**config.mk**
```make
export PLATFORM = sky130hd
export DESIGN_NAME = fifo_pkt_writer
export DESIGN_NICKNAME = d
export VERILOG_FILES = /design/src/rtl/fifo_pkt_pkg.sv /design/src/rtl/fifo_pkt_writer.sv
export SDC_FILE = /design/constraint.sdc
export NUM_CORES = 1
export LEC_CHECK = 0
export ABC_AREA = 1
export BUFFER_PORTS_ARGS = -buffer_cell sky130_fd_sc_hd__buf_2
export CORE_ASPECT_RATIO = 1.1
export CORE_MARGIN = 2
export CORE_UTILIZATION = 51
export CTS_CLUSTER_SIZE = 24
export DETAILED_ROUTE_END_ITERATION = 10
export GPL_TIMING_DRIVEN = 0
export PLACE_DENSITY = 0.85
export SLEW_MARGIN = 20
export SYNTH_ARGS = -nofsm -noshare
export SYNTH_HDL_FRONTEND = slang
export SYNTH_SLANG_ARGS = --single-unit
```
**constraint.sdc**
```tcl
create_clock -name wr_clk -period 4.4 [get_ports wr_clk]
set_input_delay 0.88 -clock wr_clk [delete_from_list [all_inputs] [get_ports wr_clk]]
set_output_delay 0.88 -clock wr_clk [all_outputs]
set_load 0.05 [all_outputs]
```
**src/rtl/fifo_pkt_pkg.sv**
```systemverilog
// Shared types and trailer-word helpers for the FIFO packet writer.
package fifo_pkt_pkg;

    typedef enum logic [1:0] {
        IDLE    = 2'd0,
        BODY    = 2'd1,
        TRAILER = 2'd2,
        DROP    = 2'd3
    } state_t;

    // Helpers are width-generic: they work on a wide vector and the caller
    // narrows the result to its own DATA_WIDTH.
    localparam int unsigned TRL_MAX_W = 64;

    // Trailer layout: overflow flag in the MSB, body length below it.
    function automatic int unsigned trl_ovf_bit(input int unsigned dw);
        return dw - 1;
    endfunction

    function automatic int unsigned trl_len_msb(input int unsigned dw);
        return dw - 2;
    endfunction

    function automatic logic [TRL_MAX_W-1:0] trl_word(
        input logic                 ovf,
        input logic [TRL_MAX_W-1:0] len,
        input int unsigned          dw
    );
        logic [TRL_MAX_W-1:0] len_mask;
        len_mask = (TRL_MAX_W'(1) << (trl_len_msb(dw) + 1)) - TRL_MAX_W'(1);
        return (len & len_mask) | (TRL_MAX_W'(ovf) << trl_ovf_bit(dw));
    endfunction

endpackage

```
**src/rtl/fifo_pkt_writer.sv**
```systemverilog
// Write-side packet producer for the dual-clock FIFO (wr_clk domain).
// Forwards body words, appends a {ovf, len} trailer per packet, truncates
// packets longer than MAX_LEN and discards their remainder.
// Optional build macro FIFO_PKT_WRITER_AFULL_THROTTLE_EN: do not start a new
// packet while fifo_afull is high.
module fifo_pkt_writer
    import fifo_pkt_pkg::*;
#(
    parameter int unsigned DATA_WIDTH = 8,
    parameter int unsigned MAX_LEN    = 64,
    parameter int unsigned STAT_WIDTH = 16
) (
    input  logic                  wr_clk,
    input  logic                  wr_rst_n,
    input  logic                  in_valid,
    input  logic [DATA_WIDTH-1:0] in_data,
    input  logic                  in_last,
    output logic                  in_ready,
    output logic                  fifo_wr_en,
    output logic [DATA_WIDTH-1:0] fifo_wr_data,
    input  logic                  fifo_full,
    input  logic                  fifo_afull,
    output logic [STAT_WIDTH-1:0] pkt_cnt,
    output logic [STAT_WIDTH-1:0] trunc_cnt,
    output logic                  busy
);

    localparam int unsigned LEN_W = DATA_WIDTH - 1;

    state_t                state_q, state_d;
    logic [LEN_W-1:0]      len_q, len_d;
    logic                  ovf_q, ovf_d;
    logic [STAT_WIDTH-1:0] pkt_cnt_q, pkt_cnt_d;
    logic [STAT_WIDTH-1:0] trunc_cnt_q, trunc_cnt_d;
    logic [DATA_WIDTH-1:0] trl_data;
    logic                  idle_block;

`ifdef FIFO_PKT_WRITER_AFULL_THROTTLE_EN
    assign idle_block = (state_q == IDLE) & fifo_afull;
`else
    logic afull_unused;
    assign afull_unused = fifo_afull;
    assign idle_block   = 1'b0;
`endif

    assign trl_data  = DATA_WIDTH'(trl_word(ovf_q, TRL_MAX_W'(len_q), DATA_WIDTH));
    assign pkt_cnt   = pkt_cnt_q;
    assign trunc_cnt = trunc_cnt_q;
    assign busy      = (state_q != IDLE);

    // Next-state, handshake and FIFO write-port decode.
    always_comb begin
        state_d      = state_q;
        len_d        = len_q;
        ovf_d        = ovf_q;
        pkt_cnt_d    = pkt_cnt_q;
        trunc_cnt_d  = trunc_cnt_q;
        in_ready     = 1'b0;
        fifo_wr_en   = 1'b0;
        fifo_wr_data = in_data;
        unique case (state_q)
            IDLE, BODY: begin
                in_ready   = ~fifo_full & ~idle_block;
                fifo_wr_en = in_valid & ~idle_block;
                if (in_valid && in_ready) begin
                    len_d = len_q + LEN_W'(1);
                    if (in_last) begin
                        state_d = TRAILER;
                        ovf_d   = 1'b0;
                    end else if (len_q == LEN_W'(MAX_LEN - 1)) begin
                        state_d = TRAILER;
                        ovf_d   = 1'b1;
                    end else begin
                        state_d = BODY;
                    end
                end
            end
            TRAILER: begin
                fifo_wr_en   = 1'b1;
                fifo_wr_data = trl_data;
                if (!fifo_full) begin
                    pkt_cnt_d   = pkt_cnt_q + STAT_WIDTH'(1);
                    trunc_cnt_d = trunc_cnt_q + STAT_WIDTH'(ovf_q);
                    len_d       = '0;
                    state_d     = ovf_q ? DROP : IDLE;
                end
            end
            DROP: begin
                in_ready = 1'b1;
                if (in_valid && in_last) begin
                    state_d = IDLE;
                    ovf_d   = 1'b0;
                end
            end
            default: state_d = IDLE;
        endcase
    end

    // State and statistics registers, asynchronously cleared.
    always_ff @(posedge wr_clk or negedge wr_rst_n) begin
        if (!wr_rst_n) begin
            state_q     <= IDLE;
            len_q       <= '0;
            ovf_q       <= 1'b0;
            pkt_cnt_q   <= '0;
            trunc_cnt_q <= '0;
        end else begin
            state_q     <= state_d;
            len_q       <= len_d;
            ovf_q       <= ovf_d;
            pkt_cnt_q   <= pkt_cnt_d;
            trunc_cnt_q <= trunc_cnt_d;
        end
    end

endmodule

```
==> impl_results.md, run 1 <==
* Status: finished, final reports clean
* Initial antenna violation count at 0
* Unique cell type count in the Yosys netlist at 23
* Final Cycle Share at 60.9%
* Warnings, synthesis at 0
* Period minus WS final at 2680 ps
* Largest net degree at the start of global routing at 43
* Clock Tree Buf Depth at 2
* Clock power share at 18.3%
* Mapped Area at 0.00224 mm²
* Buf+Inv Stages, Crit Path at 4
* Ys async rst share at 100%
* Die X at 67.2 µm
* #FFs+latches synth at 42
* Starting density of the core at 52.7%
* Fmax at 373 MHz
* Int Pwr at 0.000734 W
* Flop pwr share at 37.3%
* Synthesized net count at 298
* VDD IR-drop max at 0.384 mV
* CP required at 3520 ps
* CP peak stage delay at 380 ps
* Worst Setup Start Kind: flop
* Family with the most delay on the worst path: buffers and inverters
* Crit. Startpoint: state_q[0]$_DFFE_PN0P_
* Slew headroom at 40.3%
* Cell with the most instances after synthesis: nand2_1
* CP max stage cell: dfrtp_1
* Setup Buffers After CTS at 0
* Avg WL per Cell at 11.8 µm
* HP Class: reg2reg
* Type of the worst setup path: reg2out
* Core area at 0.00425 mm²
* Top Ports at 57
* DRT Pass-1 Iters at 5
* Sw power at 0.000680 W
* Die ar. at 0.00495 mm²
* Initial DRC Count at 145
* # DRC at 0
* Clk_lat worst skew at 300 ps
* Gate power share at 44.4%
* Area grow syn2layout at 19.5%
* Synth area leaders: dfrtp_1 (47%), nand2_1 (13%), xor2_1 (5.9%)
* Min Hold Slack at 499 ps
* Std cell rows at 25
* Max_cap viols at 0
* Post-Route Setup TNS at 0 ps
* Remaining antenna violation count at 0
* Total track usage at 21.7%
* CTS Buf Count at 5
* GPL Wtd Cong at 0.830
* Sink Count at 42
* Final setup viols at 0
* Via count at 2005
* Gr ovfl total at 0
* RSZ-0062 raised after global routing: false
* CTS Hold Bufs at 0
* Reg-to-Reg Start: trunc_cnt[0]$_DFFE_PN0P_
* Share of layout cells above drive strength 1 at 21.9%
* HPWL after DPL at 3440 µm
* Worst setup EP type: primary output
* CTS tree: built
* Hold Violations, Final at 0
* Worst-path clk slew at 80 ps
* ANT cells at 0
* Synth Instances at 280
* Synth Flop Type: dfrtp_1
* Vias per cell at 5.05
* Clock root buffer: clkbuf_8
* PwrDens at 528 mW/mm²
* Hold path startpoint: pkt_cnt[15]$_DFFE_PN0P_
* H-tree level count at 2
* Mean post-synth cell area at 8.01 µm²
* Port bufs at 55
* CP cell instances: inv_1, nand2_2, buf_4, clkbuf_1, o21ai_0, buf_2
* Leading area contributor after synthesis: dfrtp_1
* First-pass GRT wire length at 8250 µm
* Pleak at 1.49 nW
* Clock Skew at 7.08 ps
* Critical path arrival at 1800 ps
* Vias in the first global route at 1992
* Top cells by count, synth: nand2_1 (80), dfrtp_1 (42), inv_1 (34), nor2_1 (24), nand3_1 (19)
* Top-area cell type share of the netlist area at 46.8%
* Post_cts resized at 0
* Critical path peak fanout at 10
* Nets@finish at 360
* Final Power at 0.00141 W
* Slew at the pin with the worst max-slew slack at 896 ps
* Fin. max-slew vios at 0
* Die height at 73.6 µm
* Post-Route WL at 4690 µm
* Post-synth EDFFs at 0
* Sequential area share after synthesis at 46.8%
* Switching share of power at 48.1%
==> registers in the layout (all words and copies together), names as in the netlist <==
name / flops
pkt_cnt: 16
trunc_cnt: 16
len_q: 7
state_q: 2
ovf_q: 1
==> cells in the final DEF (no fill, tap or decap), drive strengths merged, types with 4 or more instances in the layout <==
cell     n
a21oi    5
buf     58
clkbuf   7
dfrtp   42
ha       4
inv     34
nand2   83
nand3   19
nand4    8
nor2    29
nor3     7
o21ai   18
xnor2    7
xor2    15
==> power groups by stage <==
stage / combinational, W / sequential (W) / clock, W
finish: 0.000628 / 0.000528 / 0.000258
global route: 0.000684 / 0.000540 / 0.000283
detailed placement: 0.000628 / 0.000533 / 0
CTS: 0.000632 / 0.000527 / 0.000265
floorplan: 0.000380 / 0.000625 / 0
global placement: 0.000612 / 0.000529 / 0
==> final cells by class <==
cell class,count,area [µm²]
repair buffers,55,275
flip-flops and latches,42,1050
plain buffers,4,30.0
clock inverters,2,12.5
well taps,54,67.6
clock buffers,6,82.6
fillers,378,1570
inverters,34,128
multi-input cells,200,1030
==> kinds of logic (layout without fill, tap and decap cells) <==
kind of cell,after synthesis,count (layout),synth area share (%)
adder cells (fa/ha/maj),4,4,2.23
AND/OR/NAND/NOR,149,149,29.3
AO/OA/AOI/OAI,24,24,5.47
XOR/XNOR,22,22,8.59
flip-flops,42,42,46.8
multiplexers,1,1,0.502
buffers and inverters,38,101,7.03
==> metrics by stage <==
stage | instances | area (µm²) | util, % | setup slack [ps]
after floorplan | 280 | 2240 | - | 1560
after global placement | 389 | 2590 | 60.8 | 1980
after detailed placement | 389 | 2590 | 60.8 | 1980
after CTS | 397 | 2680 | 63.0 | 1750
after global routing | 397 | 2680 | 63.0 | 1540
final | 397 | 2680 | 63.0 | 1720
==> final timing paths <==
kind	endpoint	slack (ps)	depth (start not counted)
max reg2reg	trunc_cnt[10]$_DFFE_PN0P_	2700	6
max	fifo_wr_data[2]	1720	6
min reg2reg	pkt_cnt[15]$_DFFE_PN0P_	500	2
max in group asynchronous	pkt_cnt[4]$_DFFE_PN0P_	3130	1
min in group asynchronous	trunc_cnt[12]$_DFFE_PN0P_	700	1
min	pkt_cnt[15]$_DFFE_PN0P_	500	2
==> routing by layer <==
metal | share of wire [%] | GRT usage [%]
met1 | 45 | 26.8
met3 | 5.4 | 4.29
met2 | 48 | 37.2
met5 | 0 | 0
met4 | 1.7 | 8.39
==> tightest hold or removal path, delay by kind of cell, from the launching register on <==
kind / cells / cell delay [ps]
simple gates: 2 / 100
flops: 1 / 370
Note: power is estimated with default switching activity, not from simulation.
==> run 2, diff against run 1 <==
Settings changed: CORE_UTILIZATION 51 to 48, PLACE_DENSITY 0.85 to 0.84.
Clock period 4.4 ns to 2.15 ns, I/O delays scaled along.
==> run 2 against run 1 <==
Against the previous run:
- power is 100% higher
- setup slack worse by 1600 ps
- non-clock buffer count is 1 lower
- utilization is 4.6 points lower
- global-route usage is 3.0 points lower
- sequential cell count stayed put
- wire length is 1.5% lower
- clock power is 100% higher
- hold slack worse by 240 ps
- combinational power is 100% higher
- cell count is 0.25% higher
- largest cell class unchanged
- largest power group unchanged
==> impl_results.md, run 2 (same netlist as run 1, synthesis figures left out) <==
* HP Class: in2async
* CTS Buf Count at 5 (unchanged)
* Fin. max-slew vios at 0 (unchanged)
* Vias per cell at 5.03 (-0.50%)
* Period minus WS final at 2060 ps
* Buf+Inv Stages, Crit Path at 2 (-2)
* Gate power share at 44.4% (about the same)
* Grt peak-use layer: met2
* Std cell rows at 26 (+4.0%)
* Clock root buffer: clkbuf_8
* Critical path arrival at 1630 ps (-170 ps)
* Gr ovfl total at 0 (unchanged)
* Port bufs at 55 (unchanged)
* Hold Violations, Final at 0 (unchanged)
* Nets@finish at 359 (-0.28%)
* Vias in the first global route at 1843 (-7.5%)
* CP required at 1720 ps (-1800 ps)
* ANT cells at 0 (unchanged)
* Share of layout cells above drive strength 1 at 21.6% (-0.23 points)
* Post-Route WL at 4620 µm (-1.5%)
* CP peak stage delay at 450 ps (+70 ps)
* Remaining antenna violation count at 0 (unchanged)
* H-tree level count at 2 (unchanged)
* First-pass GRT wire length at 7760 µm (-5.9%)
* Sw power at 0.00137 W (+100%)
* Initial antenna violation count at 0 (unchanged)
* Clock Skew at 7.28 ps (+0.195 ps)
* Final Cycle Share at 95.9%
* Initial DRC Count at 122 (-16%)
* HPWL after DPL at 3430 µm (-0.17%)
* Flop pwr share at 37.5% (+0.2 points)
* Pleak at 1.49 nW (about the same)
* CP max stage cell: dfrtp_1
* Switching share of power at 47.6% (-0.48 points)
* VDD IR-drop max at 0.654 mV (+70%)
* Setup Buffers After CTS at 0 (unchanged)
* Int Pwr at 0.00150 W (+100%)
* DRT Pass-1 Iters at 4 (-1)
* Status: finished, final reports clean
* Worst Setup Start Kind: flop
* Starting density of the core at 48.9% (-3.8 points)
* Worst setup EP type: primary output
* Total track usage at 18.7% (-3.0 points)
* Worst-path clk slew at 80 ps (about the same)
* Critical path peak fanout at 19 (+9)
* Via count at 2000 (-0.25%)
* Slew at the pin with the worst max-slew slack at 894 ps (-2.02 ps)
* Core area at 0.00459 mm² (+7.8%)
* Clock power share at 18.0% (-0.3 points)
* Most frequent cells in the layout: nand2_1 (80), buf_2 (54), dfrtp_1 (42)
* Final Core Density at 58.4% (-4.6 points)
* GPL Wtd Cong at 0.827 (-0.41%)
* Clk_lat worst skew at 290 ps (about the same)
* Die ar. at 0.00524 mm² (+5.9%)
* Top Ports at 57 (unchanged)
* Die height at 75.7 µm (+2.9%)
* Commonest non-fill, non-tap cell in the layout: nand2_1
* Family with the most delay on the worst path: flip-flops
* Min Hold Slack at 254 ps (-244 ps)
* Largest net degree at the start of global routing at 43 (unchanged)
* CP cell instances: nand2_2, buf_4, mux2_2, buf_2
* Max_cap viols at 0 (unchanged)
* Area grow syn2layout at 19.4% (about the same)
* Slew headroom at 40.4% (+0.14 points)
* Final setup viols at 0 (unchanged)
* PwrDens at 1070 mW/mm² (+100%)
* # DRC at 0 (unchanged)
* Die X at 69.2 µm (+2.9%)
* Grt met2 use at 33.9% (-3.3 points)
* Sink Count at 42 (unchanged)
* Avg WL per Cell at 11.6 µm (-1.7%)
* Fmax at 485 MHz
* Met1 usage at 21.4% (-5.4 points)
* Type of the worst setup path: reg2out
* Met3 Resource Use GR at 5.29% (+1.0 points)
* CTS tree: built
* RSZ-0062 raised after global routing: false
* Clock Tree Buf Depth at 2 (unchanged)
-- run 2: metrics by stage --
stage	total power [W]	cells	TNS [ps]	setup slack (ps)	instance area, µm²
CTS	0.00289	398	0	81.7	2680
global route	0.00305	398	0	7.73	2680
finish	0.00287	398	0	87.4	2680
global placement	0.00234	391	0	328	2590
floorplan	0.00206	280	-1700	-243	2240
detailed placement	0.00237	391	0	252	2590
-- run 2: path summary, 6_finish.rpt --
kind	start	end	slack [ps]	cells past startpoint
min	wr_rst_n	trunc_cnt[12]$_DFFE_PN0P_	250	1
min in group wr_clk	in_valid	state_q[1]$_DFFE_PN0P_	460	3
max	state_q[1]$_DFFE_PN0P_	fifo_wr_data[6]	90	4
max reg2reg	trunc_cnt[0]$_DFFE_PN0P_	trunc_cnt[10]$_DFFE_PN0P_	490	6
min reg2reg	trunc_cnt[15]$_DFFE_PN0P_	trunc_cnt[15]$_DFFE_PN0P_	490	2
max in group asynchronous	wr_rst_n	trunc_cnt[15]$_DFFE_PN0P_	1320	1
-- run 2: power by group through the flow --
stage	sequential [W]	combinational, W	clock [W]
floorplan	0.00128	0.000778	0
global placement	0.00108	0.00126	0
detailed placement	0.00109	0.00128	0
CTS	0.00107	0.00128	0.000532
global route	0.00110	0.00138	0.000572
finish	0.00108	0.00127	0.000517
-- run 2: layout make-up --
type	count	area [µm²]
tap	56	70.1
fill	406	1910
timing repair buffer	55	278
buffer	3	26.3
clock buffer	7	86.3
inverter	34	128
clock inverter	1	5.00
sequential	42	1050
multi-input combinational	200	1030
-- run 2: what timing repair did --
item / CTS / global route
endpoints found under the setup margin: 4 / 0
resized for setup: 1 / 0
hold buffers: 0 / 0
-- run 2: per-layer routing --
| metal | vias up | share of wire (%) | wire length (µm) |
|---|---|---|---|
| met2 | 45 | 50 | 2300 |
| met1 | 935 | 44 | 2050 |
| met4 | 0 | 1.4 | 63 |
| met5 | - | 0 | 0 |
| li1 | 1014 | - | - |
| met3 | 6 | 4.3 | 197 |
==> run 3, diff against run 2 <==
Clock period 2.15 ns to 1.7 ns, I/O delays scaled along.
==> run 3 against run 2 <==
Against the previous run:
- the flow now finishes with violations (negative setup slack)
- setup slack got worse by 140 ps
- hold slack worse by 82 ps
- first-iteration DRC count rose by 17%
- utilization is 5.2 points higher
- combinational power increased by 69%
- final area up 8.9%
- wire length grew 14%
- critical path depth increased by 2
- sequential share of layout area down 3.2 points
- via count increased by 4.3%
- non-clock buffer count rose by 8
- sequential cell count unchanged
- critical endpoint is now fifo_wr_data[7]
- largest power group unchanged
- highest routed layer unchanged
==> impl_results.md, run 3 (same netlist as run 1, synthesis figures left out) <==
* Via count at 2085 (+4.3%)
* Clock Skew at 6.29 ps (-0.986 ps)
* Sw power at 0.00195 W (+43%)
* Period minus WS final at 1760 ps
* First-pass GRT wire length at 8210 µm (+5.9%)
* Nets@finish at 367 (+2.2%)
* Max_cap viols at 0 (unchanged)
* Initial antenna violation count at 0 (unchanged)
* Final Cycle Share at 103%
* Worst r2r dst: len_q[3]$_DFFE_PN0P_
* Sink Count at 42 (unchanged)
* Crit. Startpoint: state_q[0]$_DFFE_PN0P_
* Clock power share at 15.6% (-2.4 points)
* PwrDens at 1430 mW/mm² (+33%)
* CP required at 1360 ps (-360 ps)
* FF-to-FF setup slack at 100 ps (-390 ps)
* Flop pwr share at 32.7% (-4.8 points)
* Vias per cell at 5.14 (+2.2%)
* Reg-to-Reg Start: state_q[0]$_DFFE_PN0P_
* Final Core Density at 63.6% (+5.2 points)
* H-tree level count at 2 (unchanged)
* HP Class: in2async
* Worst-path clk slew at 80 ps (about the same)
* Starting density of the core at 48.9% (unchanged)
* Clock root buffer: clkbuf_8
* Slew at the pin with the worst max-slew slack at 910 ps (+15.7 ps)
* Top Ports at 57 (unchanged)
* Commonest non-fill, non-tap cell in the layout: nand2_1
* Die X at 69.2 µm (unchanged)
* Vias in the first global route at 1927 (+4.6%)
* Largest net degree at the start of global routing at 43 (unchanged)
* Core area at 0.00459 mm² (unchanged)
* Total track usage at 19.6% (+0.96 points)
* Area grow syn2layout at 30.0%
* R2R depth at 9 (+3)
* Remaining antenna violation count at 0 (unchanged)
* Clk_lat worst skew at 290 ps (about the same)
* Critical path arrival at 1420 ps (-210 ps)
* Worst Setup Start Kind: flop
* Std cell rows at 26 (unchanged)
* Hold Violations, Final at 0 (unchanged)
* Initial DRC Count at 143 (+17%)
* Final setup viols at 9 (+9)
* Int Pwr at 0.00222 W (+48%)
* Worst setup EP type: primary output
* Pleak at 1.58 nW (+6.0%)
* Final Power at 0.00417 W (+45%)
* Gate power share at 51.7% (+7.3 points)
* HPWL after DPL at 3480 µm (+1.3%)
* Post-Route WL at 5280 µm (+14%)
* VDD IR-drop max at 0.890 mV (+36%)
* Critical path peak fanout at 6 (-13)
* Port bufs at 55 (unchanged)
* Fin. max-slew vios at 0 (unchanged)
* Switching share of power at 46.7% (-0.89 points)
* Status: complete, but fails checks
* RSZ-0062 raised after global routing: true
* DRT Pass-1 Iters at 4 (unchanged)
* Die ar. at 0.00524 mm² (unchanged)
* CTS Buf Count at 5 (unchanged)
* Slew headroom at 39.3% (-1.0 points)
* Avg WL per Cell at 13.0 µm (+12%)
* Failing checks: negative setup slack
* Final worst slack at -56.9 ps (-144 ps)
* ANT cells at 0 (unchanged)
* CTS tree: built
* Fmax at 569 MHz
* GPL Wtd Cong at 0.869 (+5.0%)
* Type of the worst setup path: reg2out
* Share of layout cells above drive strength 1 at 28.3% (+6.6 points)
* Clock Tree Buf Depth at 2 (unchanged)
* # DRC at 0 (unchanged)
* Most frequent cells in the layout: nand2_1 (76), buf_2 (46), dfrtp_1 (41)
* Die height at 75.7 µm (unchanged)
* Gr ovfl total at 0 (unchanged)
-- run 3: changes by cell type in the layout (fill, tap and decap cells not counted), moves of 3 or more --
cell	delta
o21ai_0	-7
o21ai_2	+3
nand2_1	-4
o21ai_4	+4
buf_4	+4
buf_6	+9
buf_2	-8
-- run 3: stage by stage --
step	area [µm²]	cells	hold slack (ps)	setup slack [ps]	TNS, ps
floorplan	2240	280	44.4	-251	-1750
detailed placement	2590	391	480	-150	-538
CTS	2830	403	212	-50.3	-328
finish	2920	406	172	-56.9	-388
global route	2920	406	244	-109	-934
global placement	2590	391	467	-72.2	-213
-- run 3: cell type report --
| cell class | count | area, µm² |
|---|---|---|
| timing repair buffer | 62 | 395 |
| multi-input combinational | 200 | 1120 |
| inverter | 34 | 128 |
| tap | 56 | 70.1 |
| buffer | 4 | 55.1 |
| fill | 379 | 1670 |
| clock buffer | 7 | 86.3 |
| sequential | 42 | 1050 |
| clock inverter | 1 | 5.00 |
-- run 3: repair_timing --
action                                  CTS  global route
hold buffers                              0             0
endpoints found under the setup margin    9            14
cloned                                    0             1
setup buffers                             4             2
pin swaps                                 0             0
gates resized for setup                  35            13
-- run 3: layer usage --
metal / vias up / GRT usage, % / wire length (µm)
met5: - / 0 / 0
met4: 0 / 9.15 / 144
met3: 15 / 4.10 / 270
met2: 68 / 35.3 / 2650
met1: 977 / 23.1 / 2210
li1: 1025 / - / -
-- run 3: worst max path at each step --
| stage | cells after the start | slack (ps) | endpoint |
|---|---|---|---|
| after floorplan | 5 | -250 | fifo_wr_data[0] |
| after global placement | 6 | -70 | fifo_wr_data[4] |
| after detailed placement | 6 | -150 | fifo_wr_data[3] |
| after CTS | 6 | -50 | fifo_wr_data[7] |
| after global routing | 6 | -110 | fifo_wr_data[7] |
| final | 6 | -60 | fifo_wr_data[7] |
-- run 3: power by group through the flow --
stage                     Sequential (W)  Combinational (W)  Clock [W]
after floorplan                  0.00162           0.000998          0
after global placement           0.00137            0.00161          0
after detailed placement         0.00137            0.00164          0
after CTS                        0.00135            0.00198   0.000662
after global routing             0.00138            0.00229   0.000715
final                            0.00136            0.00215   0.000651
-- run 3: critical path, cell delays in order, from the launching register on --
cell,delay (ps)
dfrtp_1,390
inv_2,80
nand2_4,60
buf_6,140
clkbuf_16,160
o21ai_2,130
buf_6,170
